### src/rtl/phase_ctrl.sv
// Run/halt/single-step controller for the TMS9900 four-phase clock: active-low phi1..phi4,
// one phase per clk12, starts/stops/holds only at cycle boundaries. Single-step requires PHASE_CTRL_STEP_EN.
module phase_ctrl #(
  parameter int CW = 16
) (
  input  logic          clk12,
  input  logic          reset,
  input  logic          run,
  input  logic          step,
  input  logic          hold_req,
  output logic          phi1,
  output logic          phi2,
  output logic          phi3,
  output logic          phi4,
  output logic          hold_ack,
  output logic          running,
  output logic [CW-1:0] cycles
);

  typedef enum logic [1:0] {
    STOPPED = 2'd0,
    RUN     = 2'd1,
    STEP    = 2'd2,
    HOLD    = 2'd3
  } state_e;

  state_e          state_q, state_d;
  logic [1:0]      cnt_q, cnt_d;
  logic [CW-1:0]   cycles_q, cycles_d;
  logic [3:0]      phi_q, phi_d;
  logic            hold_ack_q, hold_ack_d;
  logic            running_q, running_d;
  logic            step_rise;

`ifdef PHASE_CTRL_STEP_EN
  logic step_q;

  always_ff @(posedge clk12 or posedge reset) begin
    if (reset) step_q <= 1'b0;
    else       step_q <= step;
  end

  assign step_rise = step & ~step_q;
`else
  logic unused_step;
  assign unused_step = step;
  assign step_rise   = 1'b0;
`endif

  // NOTE: every output of this block gets a default first, so no path leaves a variable unassigned (no latches).
  always_comb begin
    state_d  = state_q;
    cnt_d    = cnt_q;
    cycles_d = cycles_q;

    unique case (state_q)
      STOPPED: begin
        if (hold_req) begin
          state_d = HOLD;
        end else if (run) begin
          state_d = RUN;
          cnt_d   = 2'd0;
        end else if (step_rise) begin
          state_d = STEP;
          cnt_d   = 2'd0;
        end
      end
      RUN, STEP: begin
        // Inputs are only looked at once phi4 has completed.
        if (cnt_q != 2'd3) begin
          cnt_d = cnt_q + 2'd1;
        end else begin
          cycles_d = cycles_q + CW'(1);
          if (hold_req) begin
            state_d = HOLD;
          end else if (run) begin
            state_d = RUN;
            cnt_d   = 2'd0;
          end else begin
            state_d = STOPPED;
            cnt_d   = 2'd3;
          end
        end
      end
      HOLD: begin
        if (!hold_req) begin
          if (run) begin
            state_d = RUN;
            cnt_d   = 2'd0;
          end else begin
            state_d = STOPPED;
          end
        end
      end
      default: begin
        state_d = STOPPED;
        cnt_d   = 2'd3;
      end
    endcase

    // Outputs are decoded from the next state so they come straight out of flops.
    running_d  = (state_d == RUN) || (state_d == STEP);
    hold_ack_d = (state_d == HOLD);
    phi_d      = running_d ? ~(4'b0001 << cnt_d) : 4'hF;
  end

  // NOTE: sequential state uses non-blocking assignments so all flops update together on the edge.
  always_ff @(posedge clk12 or posedge reset) begin
    if (reset) begin
      state_q    <= STOPPED;
      cnt_q      <= 2'd3;
      cycles_q   <= '0;
      phi_q      <= 4'hF;
      hold_ack_q <= 1'b0;
      running_q  <= 1'b0;
    end else begin
      state_q    <= state_d;
      cnt_q      <= cnt_d;
      cycles_q   <= cycles_d;
      phi_q      <= phi_d;
      hold_ack_q <= hold_ack_d;
      running_q  <= running_d;
    end
  end

  assign phi1     = phi_q[0];
  assign phi2     = phi_q[1];
  assign phi3     = phi_q[2];
  assign phi4     = phi_q[3];
  assign hold_ack = hold_ack_q;
  assign running  = running_q;
  assign cycles   = cycles_q;

endmodule

### config.mk
export PLATFORM = sky130hd
export DESIGN_NAME = phase_ctrl
export DESIGN_NICKNAME = d
export VERILOG_FILES = /design/src/rtl/phase_ctrl.sv
export SDC_FILE = /design/constraint.sdc
export NUM_CORES = 1
export LEC_CHECK = 0
export CORE_ASPECT_RATIO = 0.9
export CORE_MARGIN = 2
export CORE_UTILIZATION = 45
export CTS_BUF_LIST = sky130_fd_sc_hd__clkbuf_8
export CTS_CLUSTER_SIZE = 16
export DETAILED_ROUTE_END_ITERATION = 16
export HOLD_SLACK_MARGIN = 0.1
export PLACE_DENSITY_LB_ADDON = 0.1
export SLEW_MARGIN = 10
export SYNTH_ARGS = -nofsm -noshare
export SYNTH_HDL_FRONTEND = slang
export SYNTH_SLANG_ARGS = --single-unit
export TNS_END_PERCENT = 100
### constraint.sdc
create_clock -name clk12 -period 2.4 [get_ports clk12]
set_clock_uncertainty 0.05 [all_clocks]
set_input_delay 0.48 -clock clk12 [delete_from_list [all_inputs] [get_ports clk12]]
set_output_delay 0.48 -clock clk12 [all_outputs]
set_load 0.03 [all_outputs]
==> results of run 1 <==
stage by stage:
step / setup TNS [ns] / utilization, % / instance area (um^2)
after floorplan: 0 / - / 1159
after global placement: 0 / 59.34 / 1451
after detailed placement: -0.01761 / 59.34 / 1451
after CTS: 0 / 62.25 / 1523
after global routing: 0 / 62.25 / 1523
final: 0 / 62.25 / 1523
worst min path at each step:
| stage | to | slack (ns) | cells after the start |
|---|---|---|---|
| 2_1_floorplan | cycles[0] | 0.47 | 1 |
| 3_3_place_gp | cycles[15] | 0.40 | 1 |
| 3_5_place_dp | cycles[15] | 0.42 | 1 |
| 4_1_cts | cycles[15] | 0.44 | 1 |
| 5_1_grt | cycles[15] | 0.45 | 1 |
| 6_report | cycles[15] | 0.42 | 1 |
flip-flops by register name, summed over array words and instances (netlist names):
signal	flops
cycles	16
phi_q	4
cnt_q	2
state_q	2
hold_ack	1
running	1
cells in the final DEF, fill, tap and decap left out:
master,count
o31ai_1,1
dfstp_2,6
or3b_2,1
nand2_1,10
a21boi_0,1
and3b_1,1
nand2_2,1
a21oi_1,1
o21ai_0,3
nand3_1,8
mux2_2,1
xnor2_1,9
or4_4,1
xor2_1,6
a211oi_1,1
inv_2,1
dfrtp_1,20
and3_1,1
nor4_1,1
nand2b_1,2
inv_1,6
ha_1,5
clkbuf_8,3
clkdlybuf4s50_1,25
nor2_1,8
or3_1,1
nor3_1,1
and2b_1,1
nand4_1,2
o221ai_1,2
buf_4,1
nor3_2,1
bufinv_16,1
synthesized netlist by cell type (all sizes together):
cell type  instances  area, um^2
a211oi             1       7.510
a21boi             1       7.510
a21oi              1       5.000
and2b              1       7.510
and3               1       6.260
and3b              1       8.760
dfrtp             20       500.5
dfstp              6       157.7
ha                 5       62.56
inv                7       26.27
mux2               1       11.26
nand2             11       43.80
nand2b             2       12.51
nand3              8       40.04
nand4              2       12.51
nor2               8       30.03
nor3               2       15.01
nor4               1       6.260
o21ai              3       15.01
o221ai             2       17.52
o31ai              1       7.510
or3                1       6.260
or3b               1       8.760
or4                1       11.26
xnor2              9       78.83
xor2               6       52.55
cells by family (layout without fill, tap and decap cells):
| group | after synthesis | count (layout) |
|---|---|---|
| flip-flops | 26 | 26 |
| XOR/XNOR | 15 | 15 |
| multiplexers | 1 | 1 |
| adder cells (fa/ha/maj) | 5 | 5 |
| AO/OA/AOI/OAI | 9 | 9 |
| AND/OR/NAND/NOR | 40 | 40 |
| buffers and inverters | 7 | 37 |
report_power, final:
group          total [mW]  internal, mW  leakage (nW)  switching (mW)
Clock               0.354         0.223        0.0357           0.131
Sequential          0.670         0.583         0.328          0.0863
Combinational       0.826         0.348         0.320           0.478
Total                1.85          1.15         0.683           0.695
layout make-up:
class | instances | area, um^2
clock buffers | 3 | 41.29
clock inverters | 1 | 30.03
fillers | 216 | 923.4
inverters | 7 | 26.28
multi-input cells | 70 | 474.2
flip-flops and latches | 26 | 658.1
well taps | 28 | 35.03
repair buffers | 26 | 257.7
routing by layer:
| metal | vias to the layer above | track usage (%) |
|---|---|---|
| met1 | 374 | 19.30 |
| met4 | 0 | 4.651 |
| met2 | 18 | 24.24 |
| met5 | - | 0 |
| li1 | 407 | - |
| met3 | 5 | 4.478 |
==> results.toml, run 1 <==
[finish]
area_growth_pct = 31.43
fin_cells = 161
drive_gt1_share_pct = 12.78
diodes = 0
nNetsFinal = 144

[clocking]
cts_tree = "done"
worstSkewPairLatency_ns = 0.27
cts_sinks = 26
root_buffer = "clkbuf_8"
cts_buffers = 3
cts_resized = 0
clk_pin_slew_ns = 0.08
post_cts_buffers = 0
clk_path_buf_depth = 2
htree_levels = 1
holdBufCountCts = 0

[placement]
io_buffers = 25
gp_congestion = 0.7358
dp_hpwl_mm = 1.475
post-place-cells = 157
dpl_worst_slack_ns = -0.01761

[grt]
grt-ovfl-total = 0
grt_pass1_wl_mm = 3.415
grt_max_degree = 27
gr-usage-all-layers_pct = 14.97
grt_pass1_vias = 810
antenna_found_initial = 0

[timing]
slew-limit-headroom_pct = 63.27
tightest_slew_ns = 0.5460
setup_viol = 0
hold_viol = 0
fin_crit_ns = 2.231
hold_slack_ns = 0.4233
fin_ws_ns = 0.1689
max_freq_mhz = 448.2
rsz0062_at_grt = "false"
fin_crit_sh_pct = 92.96
maxSlewViolCount = 0

[outcome]
status = "finished, final reports clean"

[detailed_routing]
ant_nets = 0
first_pass_iters = 2
m1WireLength_um = 921
drcViolationCount = 0
drt_wl_total_mm = 1.909
drt_iter0_markers = 5
viasPerCell = 4.994
wl_met3_um = 89
vias = 804
dr_wl_met2_um = 880
highest_layer = "met4"
wire_per_inst_um = 11.86

[critical_path]
path_class = "reg -> reg"
path_max_fanout = 7
r2r_end = "phi_q[0]"
slowest_delay_ns = 0.55
path_buf_inv = 1
startpoint = "cnt_q[0]"
r2r_slack_ns = 0.17
reg2reg_depth = 7
crit_path_cell_trace = "ha_1, and2b_1, o21ai_0, o21ai_0, ha_1, inv_1, or3_1"
end_kind = "flip-flop"
critPathRequiredTime_ns = 2.55
r2r_start = "cnt_q[0]"
slowest_stage = "dfstp_2"
cp-start-kind = "flip-flop"
path_depth = 7
endpoint = "phi_q[0]"
critPathTopFamily = "adder cells"
crit_arrival_ns = 2.38

[die]
initial_core_util_pct = 47.37
die_x_um = 57.49
die_h_um = 52.14
fp-row-count = 17
dieArea_um2 = 2997
core_area_um2 = 2446
io_pins = 27

[yosys]
post_synth.cell_area_avg_um2 = 11.25
synth_top_family_by_area = "simple AND/OR/NAND/NOR gates"
yosysWarningCount = 0
synth_compound_area_share_pct = 5.184
syn-instance-count = 103
synth.ff_latch_count = 26
synth-simple-area-share_pct = 18.03
synth-xor-area-share_pct = 11.34
yosysUniqueCellTypes = 29
ys_seq_area_share_pct = 56.80
syn-num-nets = 113
synthAdderAreaFrac_pct = 5.400
synth_mux_area_share_pct = 0.9719
syn_area_um2 = 1159

[worst_hold_path]
hold_class = "reg -> reg"
worstHoldStart = "cycles[15]"

[power]
p_per_area_nw_per_um2 = 1215
vdd_drop_max_v = 0.001075
total_power_mw = 1.850
p_leak_nw = 0.6833

[flow_run]
cap_violations = 0
Note: power is estimated with default switching activity, not from simulation.
==> inputs of run 2 (changes only) <==
SKIP_LAST_GASP = 1   (was not set)
clock period = 2.72 ns   (was 2.4 ns; I/O delays follow)
==> run 2 against run 1 <==
Effect of this change: count of clock-buffer cells in the layout is 1 higher; clock power is 31% lower; critical endpoint unchanged; via count is 0.75% higher; highest routed layer unchanged; utilization is 0.66 points lower; largest power group unchanged; non-clock buffer count stayed put; critical path type unchanged.
==> results.toml, run 2 (synthesis results as in run 1) <==
[timing]
setup_viol = 0
fin_crit_sh_pct = 81.70
fin_crit_ns = 2.222
hold_slack_ns = 0.4204
fin_ws_ns = 0.4977
tightest_slew_ns = 0.5516
slew-limit-headroom_pct = 62.89
rsz0062_at_grt = "false"
hold_viol = 0
maxSlewViolCount = 0
max_freq_mhz = 450.0
fin_setup_tns_ns = 0

[detailed_routing]
m1WireLength_um = 968
dr_wl_met2_um = 850
wire_per_inst_um = 11.88
ant_nets = 0
viasPerCell = 5.031
first_pass_iters = 3
drt_wl_total_mm = 1.912
highest_layer = "met4"
vias = 810
wl_met3_um = 72
drcViolationCount = 0
drt_iter0_markers = 7

[grt]
grt_pass1_wl_mm = 3.339
grt_pass1_vias = 796
antenna_found_initial = 0
grt_max_degree = 27
gr-usage-all-layers_pct = 14.52
grt-ovfl-total = 0

[clocking]
htree_levels = 1
root_buffer = "clkbuf_8"
cts_buffers = 3
cts_resized = 0
worstSkewPairLatency_ns = 0.27
clk_pin_slew_ns = 0.08
clk_path_buf_depth = 2
holdBufCountCts = 0
cts_tree = "done"
post_cts_buffers = 0
cts_sinks = 26

[power]
p_per_area_nw_per_um2 = 1043
vdd_drop_max_v = 0.0008182
p_leak_nw = 0.6763
total_power_mw = 1.571
comb_power_share_pct = 46.7
p_seq_share_pct = 37.6
pwr-share-clk_pct = 15.7
p_int_mw = 0.9528
switchingPower_mw = 0.6178
swShare_pct = 39.34

[critical_path]
slowest_delay_ns = 0.55
r2r_end = "phi_q[0]"
critPathTopFamily = "adder cells"
r2r_start = "cnt_q[0]"
slowest_stage = "dfstp_2"
path_class = "reg -> reg"
cp-start-kind = "flip-flop"
end_kind = "flip-flop"
r2r_slack_ns = 0.50
crit_arrival_ns = 2.37
critPathRequiredTime_ns = 2.87
path_depth = 7
startpoint = "cnt_q[0]"
endpoint = "phi_q[0]"
crit_path_cell_trace = "ha_1, and2b_1, o21ai_0, o21ai_0, ha_1, inv_1, or3_1"
path_max_fanout = 7
path_buf_inv = 1
reg2reg_depth = 7

[finish]
largest_register_ffs = 16
final_common_cell = "clkdlybuf4s50_1"
drive_gt1_share_pct = 12.78
final_util_pct = 61.59
final_area_um2 = 1506
layout_common_cells = "clkdlybuf4s50_1, dfrtp_1, nand2_1, xnor2_1"
area_growth_pct = 30.02
fill_cells = 218
diodes = 0
fin_cells = 161
nNetsFinal = 144

[die]
die_x_um = 57.49
io_pins = 27
core_area_um2 = 2446
initial_core_util_pct = 47.37
fp-row-count = 17
dieArea_um2 = 2997
die_h_um = 52.14

[placement]
io_buffers = 25
post-place-cells = 157
dpl_worst_slack_ns = 0.2783
dpl_cell_area_um2 = 1451
gp_congestion = 0.7386
dp_hpwl_mm = 1.479

[outcome]
status = "finished, final reports clean"

[flow_run]
cap_violations = 0

[worst_hold_path]
hold_class = "reg -> reg"
==> run 2: worst min path at each step <==
| stage | startpoint | end | slack, ns | depth (start not counted) |
|---|---|---|---|---|
| floorplan | cnt_q[0] | cnt_q[0] | 0.48 | 2 |
| global placement | cycles[15] | cycles[15] | 0.40 | 1 |
| detailed placement | cycles[15] | cycles[15] | 0.42 | 1 |
| CTS | cycles[15] | cycles[15] | 0.43 | 1 |
| global route | cycles[15] | cycles[15] | 0.45 | 1 |
| finish | cycles[15] | cycles[15] | 0.42 | 1 |
==> run 2: worst reg2reg max path: stages (launching register included) <==
cell and delay, ns:
dfstp_2 0.55, ha_1 0.28, and2b_1 0.25, o21ai_0 0.13, o21ai_0 0.13, ha_1 0.35, inv_1 0.06, or3_1 0.36
==> run 2: routing by layer <==
| layer | GRT usage (%) | vias up |
|---|---|---|
| li1 | - | 412 |
| met1 | 19.24 | 379 |
| met2 | 23.86 | 17 |
| met3 | 2.985 | 2 |
| met4 | 4.651 | 0 |
| met5 | 0 | - |
==> run 2: power by group through the flow <==
stage	logic [mW]	clock network (mW)	registers (mW)
after floorplan	0.399	0	0.711
after global placement	0.720	0	0.595
after detailed placement	0.741	0	0.598
after CTS	0.743	0.255	0.593
after global routing	0.823	0.268	0.609
final	0.734	0.246	0.591
==> run 2: layout make-up <==
type                    instances  area [um^2]  area share (%)
clock buffers                   4        55.05           3.654
inverters                       7        26.28           1.744
multi-input cells              70        474.2           31.48
flip-flops and latches         26        658.1           43.69
well taps                      28        35.03           2.326
repair buffers                 26        257.7           17.11
==> inputs of run 3 (changes only) <==
clock period = 1.9 ns   (was 2.72 ns; I/O delays follow)
==> run 3 against run 2 <==
Effect of this change: the run now ends with setup timing left; utilization grew 7.2 points; setup slack lost 0.52 ns; global-route usage grew 1.7 points; final cell count grew 8.1%; die area is the same; sequential share of layout area shrank 4.6 points; highest routed layer unchanged.
==> results.toml, run 3 (synthesis results as in run 1) <==
[grt]
gr-usage-all-layers_pct = 16.25
grt_pass1_wl_mm = 3.670
antenna_found_initial = 0
grt_max_degree = 27
grt_pass1_vias = 840
grt-ovfl-total = 0

[placement]
dp_hpwl_mm = 1.597
gp_congestion = 0.7618
dpl_worst_slack_ns = -0.2168
io_buffers = 25

[finish]
diodes = 0
drive_gt1_share_pct = 25.34
final_util_pct = 68.75
layout_common_cells = "dfrtp_1, clkdlybuf4s50_1, buf_4, nand2_1, xnor2_1"
area_growth_pct = 45.14
final_common_cell = "dfrtp_1"
largest_register_ffs = 16
nNetsFinal = 157

[die]
initial_core_util_pct = 47.37
io_pins = 27
dieArea_um2 = 2997
core_area_um2 = 2446
die_x_um = 57.49
fp-row-count = 17
die_h_um = 52.14

[worst_hold_path]
hold_class = "in -> async"

[timing]
hold_slack_ns = 0.4052
max_freq_mhz = 519.6
hold_viol = 0
rsz0062_at_grt = "true"
slew-limit-headroom_pct = 77.12
tightest_slew_ns = 0.3426
fin_ws_ns = -0.02440
setup_viol = 1
maxSlewViolCount = 0
fin_crit_ns = 1.924
fin_crit_sh_pct = 101.3

[detailed_routing]
ant_nets = 0
vias = 873
drt_iter0_markers = 9
viasPerCell = 5.017
wire_per_inst_um = 12.29
drt_wl_total_mm = 2.139
drcViolationCount = 0
first_pass_iters = 4

[critical_path]
path_class = "reg -> reg"
slowest_delay_ns = 0.57
critPathTopFamily = "flip-flops"
cp_common_cell = "ha_4"
slowest_stage = "dfstp_2"
crit_arrival_ns = 2.06
path_max_fanout = 7
cp-start-kind = "flip-flop"
end_kind = "flip-flop"
crit_path_cell_trace = "ha_4, and2b_1, o21ai_1, o21ai_2, ha_4, inv_1, or3_1"
path_buf_inv = 1
critPathRequiredTime_ns = 2.03

[clocking]
cts_buffers = 3
root_buffer = "clkbuf_8"
holdBufCountCts = 0
clk_path_buf_depth = 2
clk_pin_slew_ns = 0.09
cts_tree = "done"
cts_sinks = 26
htree_levels = 1
worstSkewPairLatency_ns = 0.26

[power]
swShare_pct = 37.19
vdd_drop_max_v = 0.001240
comb_power_share_pct = 56.6
p_int_mw = 1.725
switchingPower_mw = 1.021
p_seq_share_pct = 30.8
p_per_area_nw_per_um2 = 1633
pwr-share-clk_pct = 12.6
p_leak_nw = 0.7910

[outcome]
status = "complete, but fails checks"
failed_checks = "setup timing"

[flow_run]
cap_violations = 0
[run 3: cell count changes in the layout (fill, tap and decap cells not counted), moves of 2 or more]
cell,previous run,this run
buf_4,1,14
clkdlybuf4s50_1,25,19
dlymetal6s2s_1,0,6
ha_1,5,2
ha_4,0,3
o21ai_0,3,1
[run 3: power by group through the flow]
stage	combinational [mW]	clock [mW]	sequential, mW
detailed placement	1.43	0	0.855
floorplan	0.630	0	1.03
global placement	1.39	0	0.854
global route	1.73	0.379	0.871
finish	1.55	0.346	0.846
CTS	1.49	0.357	0.849
[run 3: worst paths after layout]
path	startpoint	to	slack, ns	cells after the start
min reg2reg	cycles[15]	cycles[15]	0.42	1
max	cnt_q[0]	phi_q[0]	-0.02	7
min	reset	cycles[10]	0.41	3
min in group clk12	cycles[15]	cycles[15]	0.42	1
max reg2reg	cnt_q[0]	phi_q[0]	-0.02	7
max in group asynchronous	reset	phi_q[3]	1.10	3
[run 3: worst min-delay path: stages]
cell	delay (ns)
clkdlybuf4s50_1	0.40
inv_1	0.05
buf_4	0.30
[run 3: final cells by class]
| type | count | area, um^2 |
|---|---|---|
| Tap cell | 28 | 35.03 |
| Clock buffer | 4 | 55.05 |
| Multi-Input combinational cell | 70 | 536.8 |
| Inverter | 7 | 26.28 |
| Sequential cell | 26 | 658.1 |
| Timing Repair Buffer | 39 | 370.4 |
| Fill cell | 202 | 764.5 |
[run 3: through the flow]
| step | cells | TNS [ns] | area, um^2 | power (mW) |
|---|---|---|---|---|
| final | 174 | -0.02440 | 1682 | 2.746 |
| after global routing | 174 | -0.1271 | 1682 | 2.982 |
| after CTS | 174 | -0.03589 | 1629 | 2.692 |
| after detailed placement | 169 | -0.5318 | 1567 | 2.286 |
| after global placement | 169 | -0.4349 | 1567 | 2.239 |
| after floorplan | 103 | 0 | 1184 | 1.659 |
[run 3: per-layer routing]
layer	wire (um)	share of wire, %	vias to the layer above	GRT usage, %
met5	0	0	-	0
met1	1005	47	421	21.26
met3	78	3.6	2	3.234
met4	14	0.65	0	4.651
li1	-	-	434	-
met2	1040	49	16	27.46
[run 3: repair_timing]
action | 4_1_cts | 5_1_grt
buffers inserted | 1 | 0
gates cloned | 0 | 0
pin swaps | 3 | 6
setup endpoints to repair | 1 | 13
gates resized for setup | 0 | 12
==> edit 1, RTL diff (settings of run 3) <==
Set the parameter `CW` to 8 (it was 16).
--- a/src/rtl/phase_ctrl.sv
+++ b/src/rtl/phase_ctrl.sv
@@ -1,7 +1,7 @@
 // Run/halt/single-step controller for the TMS9900 four-phase clock: active-low phi1..phi4,
 // one phase per clk12, starts/stops/holds only at cycle boundaries. Single-step requires PHASE_CTRL_STEP_EN.
 module phase_ctrl #(
-  parameter int CW = 16
+  parameter int CW = 8
 ) (
   input  logic          clk12,
   input  logic          reset,
Interface: changed (resized cycles); port bits go from 27 to 19. The function was not compared with the original's and may differ.
==> edit 1 against run 3 <==
The run still ends with negative setup slack left; final cell count decreased by 23%; routed wire length decreased by 28%; area after synthesis decreased by 26%; power decreased by 9.9%; utilization increased by 4.2 points; sequential cell count decreased by 8; design area decreased by 25%; setup slack improved by 0.019 ns; non-clock buffer count decreased by 5; maximum frequency increased by 0.97%; clock power decreased by 26%.
==> edit 1: results (changes against run 3) <==
The x dimension of the die is 50.0 um (was 57.5 um). Post-synth top cells: sky130_fd_sc_hd__dfrtp_1 (12), sky130_fd_sc_hd__xnor2_1 (7), sky130_fd_sc_hd__dfstp_2 (6) (was sky130_fd_sc_hd__dfrtp_1 (20), sky130_fd_sc_hd__nand2_1 (10), sky130_fd_sc_hd__xnor2_1 (9)). The final-report setup violation count is 1 (unchanged). The final weighted congestion in routability-driven placement is 0.813 (was 0.762). The aggregate routed wire length is 1530 um (was 2140 um).

The number of global-route vias before repair is 638 (was 840). The detailed placement HPWL is 1190 um (was 1600 um). The CTS clock-pin slew for the worst setup and hold paths came to 0.06 ns (was 0.09 ns). Failing checks: negative setup slack (unchanged). The non-filler instance count after layout came out at 134 (was 174). The arrival time at the worst endpoint is 2.02 ns (was 2.06 ns). Synth top area cells: sky130_fd_sc_hd__dfrtp_1 (35%), sky130_fd_sc_hd__dfstp_2 (18%), sky130_fd_sc_hd__ha_1 (7.3%), sky130_fd_sc_hd__xnor2_1 (7.1%), sky130_fd_sc_hd__a311oi_4 (3.1%) (was sky130_fd_sc_hd__dfrtp_1 (43%), sky130_fd_sc_hd__dfstp_2 (14%), sky130_fd_sc_hd__xnor2_1 (6.8%), sky130_fd_sc_hd__ha_1 (5.4%), sky130_fd_sc_hd__xor2_1 (4.5%)). The setup slack of the critical path after layout was -0.00587 ns (was -0.0244 ns). The number of flip-flops under the largest register name is 8 (was 16). The overall routing resource usage is 0.167 (was 0.163). The number of distinct library cells after synthesis was 25 (was 29). Result of the run: finished with violations (unchanged). The largest net degree at the start of global routing is 19 (was 27).

The maximum fanout along the worst path is 4 (was 7). The internal power contribution came out at 1.50 mW (was 1.72 mW). The net count of the finished layout is 121 (was 157). The initial detailed-routing violation count came to 17 (was 9). The global-route wire length before repair came out at 2730 um (was 3670 um). The total via count in the routed design came out at 654 (was 873). The net count of the mapped netlist was 83 (was 113).
-- edit 1: cell families (layout without fill, tap and decap cells) --
kind of cell	after synthesis	count (layout)	synth area share
buf+inv	5	42	0.0233
xor+xnor	7	7	0.0714
fa+ha+maj	5	5	0.0729
compound gates	14	14	0.124
flops	18	18	0.534
mux	1	1	0.0131
simple gates	23	23	0.162
-- edit 1: worst min-delay path by stage --
stage                          from         to  depth (start not counted)
final                         reset  cycles[5]                          3
after global routing          reset  cycles[5]                          3
after CTS                     reset  cycles[5]                          3
after detailed placement  cycles[7]  cycles[7]                          1
after global placement    cycles[7]  cycles[7]                          1
after floorplan               reset  cycles[0]                          1
-- edit 1: cell type report --
class,count,area (um2)
well taps,24,30.0
multi-input cells,50,417
repair buffers,34,300
inverters,4,15.0
flip-flops and latches,18,458
clock buffers,3,41.3
clock inverters,1,3.75
fillers,131,469
-- edit 1: critical path: stages, from the launching register on --
cell and delay [ns]:
sky130_fd_sc_hd__dfstp_2 0.55, sky130_fd_sc_hd__ha_4 0.15, sky130_fd_sc_hd__nand2b_4 0.12, sky130_fd_sc_hd__a21oi_2 0.04
sky130_fd_sc_hd__a31oi_1 0.13, sky130_fd_sc_hd__o21ai_1 0.11, sky130_fd_sc_hd__ha_1 0.32, sky130_fd_sc_hd__or3b_1 0.35
-- edit 1: power by group through the flow --
stage,Combinational (mW),Clock [mW],Sequential [mW]
after global routing,1.70,0.280,0.700
after CTS,1.49,0.266,0.678
after floorplan,0.752,0,0.854
final,1.54,0.255,0.681
after detailed placement,1.43,0,0.683
after global placement,1.40,0,0.684
-- edit 1: stage by stage --
stage                     hold slack (ns)  area (um2)  utilization
final                               0.384        1260        0.729
after global routing                0.436        1260        0.729
after CTS                           0.387        1240        0.715
after detailed placement            0.428        1170        0.676
after global placement              0.410        1170        0.676
after floorplan                     0.264         901            -
-- edit 1: routing by layer --
layer,part of all wire,vias to the layer above,track usage
met5,0,-,0
met4,0,0,0.0167
met3,0.059,0,0.0789
met2,0.45,15,0.261
met1,0.49,313,0.222
li1,-,326,-
-- edit 1: timing repair --
action                                  4_1_cts  5_1_grt
buffers inserted                              3        3
endpoints found under the setup margin        1        5
pin swaps                                     3        2
gates resized for setup                       0        3
hold buffers                                  0        0
==> edit 2, RTL diff (flow settings as in run 3) <==
Without the edit above. Re-encode `state_e` (4 states) as one-hot, 4 bits wide.
--- a/src/rtl/phase_ctrl.sv
+++ b/src/rtl/phase_ctrl.sv
@@ -17,11 +17,11 @@
   output logic [CW-1:0] cycles
 );
 
-  typedef enum logic [1:0] {
-    STOPPED = 2'd0,
-    RUN     = 2'd1,
-    STEP    = 2'd2,
-    HOLD    = 2'd3
+  typedef enum logic [3:0] {
+    STOPPED = 4'b0001,
+    RUN     = 4'b0010,
+    STEP    = 4'b0100,
+    HOLD    = 4'b1000
   } state_e;
 
   state_e          state_q, state_d;
Check against the original RTL: same outputs for any inputs over 10 cycles, from zero or initial values and one cycle with reset high; not proved beyond that.
==> edit 2 against run 3 <==
The flow still finishes with violations (negative setup slack); routed wire length is 18% higher; area after synthesis grew 12%; maximum frequency fell by 3.7%; clock power increased by 33%; setup slack got worse by 0.074 ns; synthesized cell count up 13%; non-clock buffer count unchanged; design area rose by 9.4%; power down 20%; critical path depth decreased by 2; die area is 11% higher; sequential cell count grew 2.
==> edit 2: results (changes against run 3) <==
The global-route wire length before repair came out at 4220 um (was 3670 um). The part of the power in the clock network is 0.209 (was 0.126). The count of TritonRoute iterations in the first routing pass is 4 (unchanged).

The startpoint of the worst register-to-register path is cnt_q[1] (was cnt_q[0]). The met2 routed wirelength is 1220 um (was 1040 um). Result of the run: finished with violations (unchanged). The setup slack of the critical path after layout is -0.0988 ns (was -0.0244 ns). The number of vias per cell after detailed routing is 5.01 (was 5.02). The maximum VDD drop is 0.836 mV (was 1.24 mV). The aggregate routed wire length came to 2530 um (was 2140 um). The total power of the final layout is 2.19 mW (was 2.75 mW). The share of power burned in combinational logic is 0.418 (was 0.566). The maximum fanout along the worst path was 5 (was 7). The net count of the mapped netlist came out at 123 (was 113).

The initial detailed-routing violation count is 40 (was 9). Post-synth top cells: sky130_fd_sc_hd__dfrtp_1 (21), sky130_fd_sc_hd__xnor2_1 (12), sky130_fd_sc_hd__nand2_1 (10) (was sky130_fd_sc_hd__dfrtp_1 (20), sky130_fd_sc_hd__nand2_1 (10), sky130_fd_sc_hd__xnor2_1 (9)). The number of global-route vias before repair came to 986 (was 840). The final weighted congestion in routability-driven placement is 0.763 (was 0.762).

The met3 track demand over resource is 0.0442 (was 0.0323). The met1 layer usage reported by global route is 0.216 (was 0.213). The biggest cell delay along the critical path came out at 0.57 ns (about the same). The final-report setup violation count came out at 10 (was 1). The critical-path cell with the highest stage delay is sky130_fd_sc_hd__dfstp_2 (unchanged). The number of buffers on the longest clock path came out at 2 (unchanged).

The relative max-transition margin is 0.668 (was 0.771). The met2 usage is 0.287 (was 0.275). Synth top area cells: sky130_fd_sc_hd__dfrtp_1 (40%), sky130_fd_sc_hd__dfstp_2 (14%), sky130_fd_sc_hd__xnor2_1 (8.1%), sky130_fd_sc_hd__nand4_1 (3.4%), sky130_fd_sc_hd__nand2_1 (2.9%) (was sky130_fd_sc_hd__dfrtp_1 (43%), sky130_fd_sc_hd__dfstp_2 (14%), sky130_fd_sc_hd__xnor2_1 (6.8%), sky130_fd_sc_hd__ha_1 (5.4%), sky130_fd_sc_hd__xor2_1 (4.5%)). The cell leakage power was 0.833 nW (was 0.791 nW). The overall routing resource usage is 0.173 (was 0.163). The fraction of layout cells with a size suffix above 1 was 0.266 (was 0.253).

The number of distinct library cells after synthesis is 37 (was 29). The internal power contribution is 1.42 mW (was 1.72 mW). The sequential element share of the synthesized area is 0.545 (was 0.568).

The largest net degree at the start of global routing is 24 (was 27). The routed wire length on met3 is 115 um (was 78 um). The routed metal-1 wirelength is 1170 um (was 1010 um). The number of fillers in the final layout is 223 (was 202). The net count of the finished layout came out at 166 (was 157). Failing checks: negative setup slack (unchanged). The initial antenna violation count came out at 0 (unchanged). The top cell family by delay on the critical path is simple AND/OR/NAND/NOR gates (was flip-flops).

The arrival time at the worst endpoint is 2.11 ns (was 2.06 ns). The detailed placement HPWL is 1810 um (was 1600 um).
[edit 2: area by class of cell]
type	instances	share of cell area
Clock buffer	3	0.0224
Clock inverter	1	0.0163
Inverter	4	0.00816
Multi-Input combinational cell	83	0.339
Sequential cell	28	0.386
Tap cell	40	0.0272
Timing Repair Buffer	39	0.201
[edit 2: cell families after synthesis]
| kind of cell | after synthesis | share of synthesized area |
|---|---|---|
| flip-flops | 28 | 0.545 |
| AO/OA/AOI/OAI | 11 | 0.0577 |
| buffers and inverters | 5 | 0.0154 |
| XOR/XNOR | 17 | 0.120 |
| multiplexers | 1 | 0.00865 |
| adder cells (fa/ha/maj) | 2 | 0.0192 |
| AND/OR/NAND/NOR | 52 | 0.234 |
[edit 2: stage by stage]
step                      TNS (ns)  hold WS (ns)  cell area (um2)  worst slack, ns  std cells
final                       -0.431         0.247             1840          -0.0988        198
after global placement      -0.343         0.412             1700          -0.0791        191
after detailed placement    -0.615         0.421             1700           -0.103        191
after CTS                   -0.409         0.249             1790           -0.109        196
after floorplan             -0.799         0.390             1330           -0.199        116
after global routing         -1.34         0.265             1840           -0.158        198
[edit 2: what timing repair did]
action / 4_1_cts / 5_1_grt
pin swaps: 2 / 0
buffers inserted: 1 / 2
setup endpoints to repair: 11 / 22
hold buffers: 0 / 0
gates resized for setup: 5 / 9
cloned: 0 / 0
[edit 2: final timing paths]
path | to | slack [ns] | depth (start not counted)
worst max register to register | cycles[14] | -0.1 | 5
min in group clk12 | cycles[15] | 0.43 | 1
max in group asynchronous | state_q[0] | 0.95 | 3
worst min register to register | cycles[15] | 0.43 | 1
worst min-delay path | running | 0.25 | 2
worst max-delay path | cycles[14] | -0.1 | 5
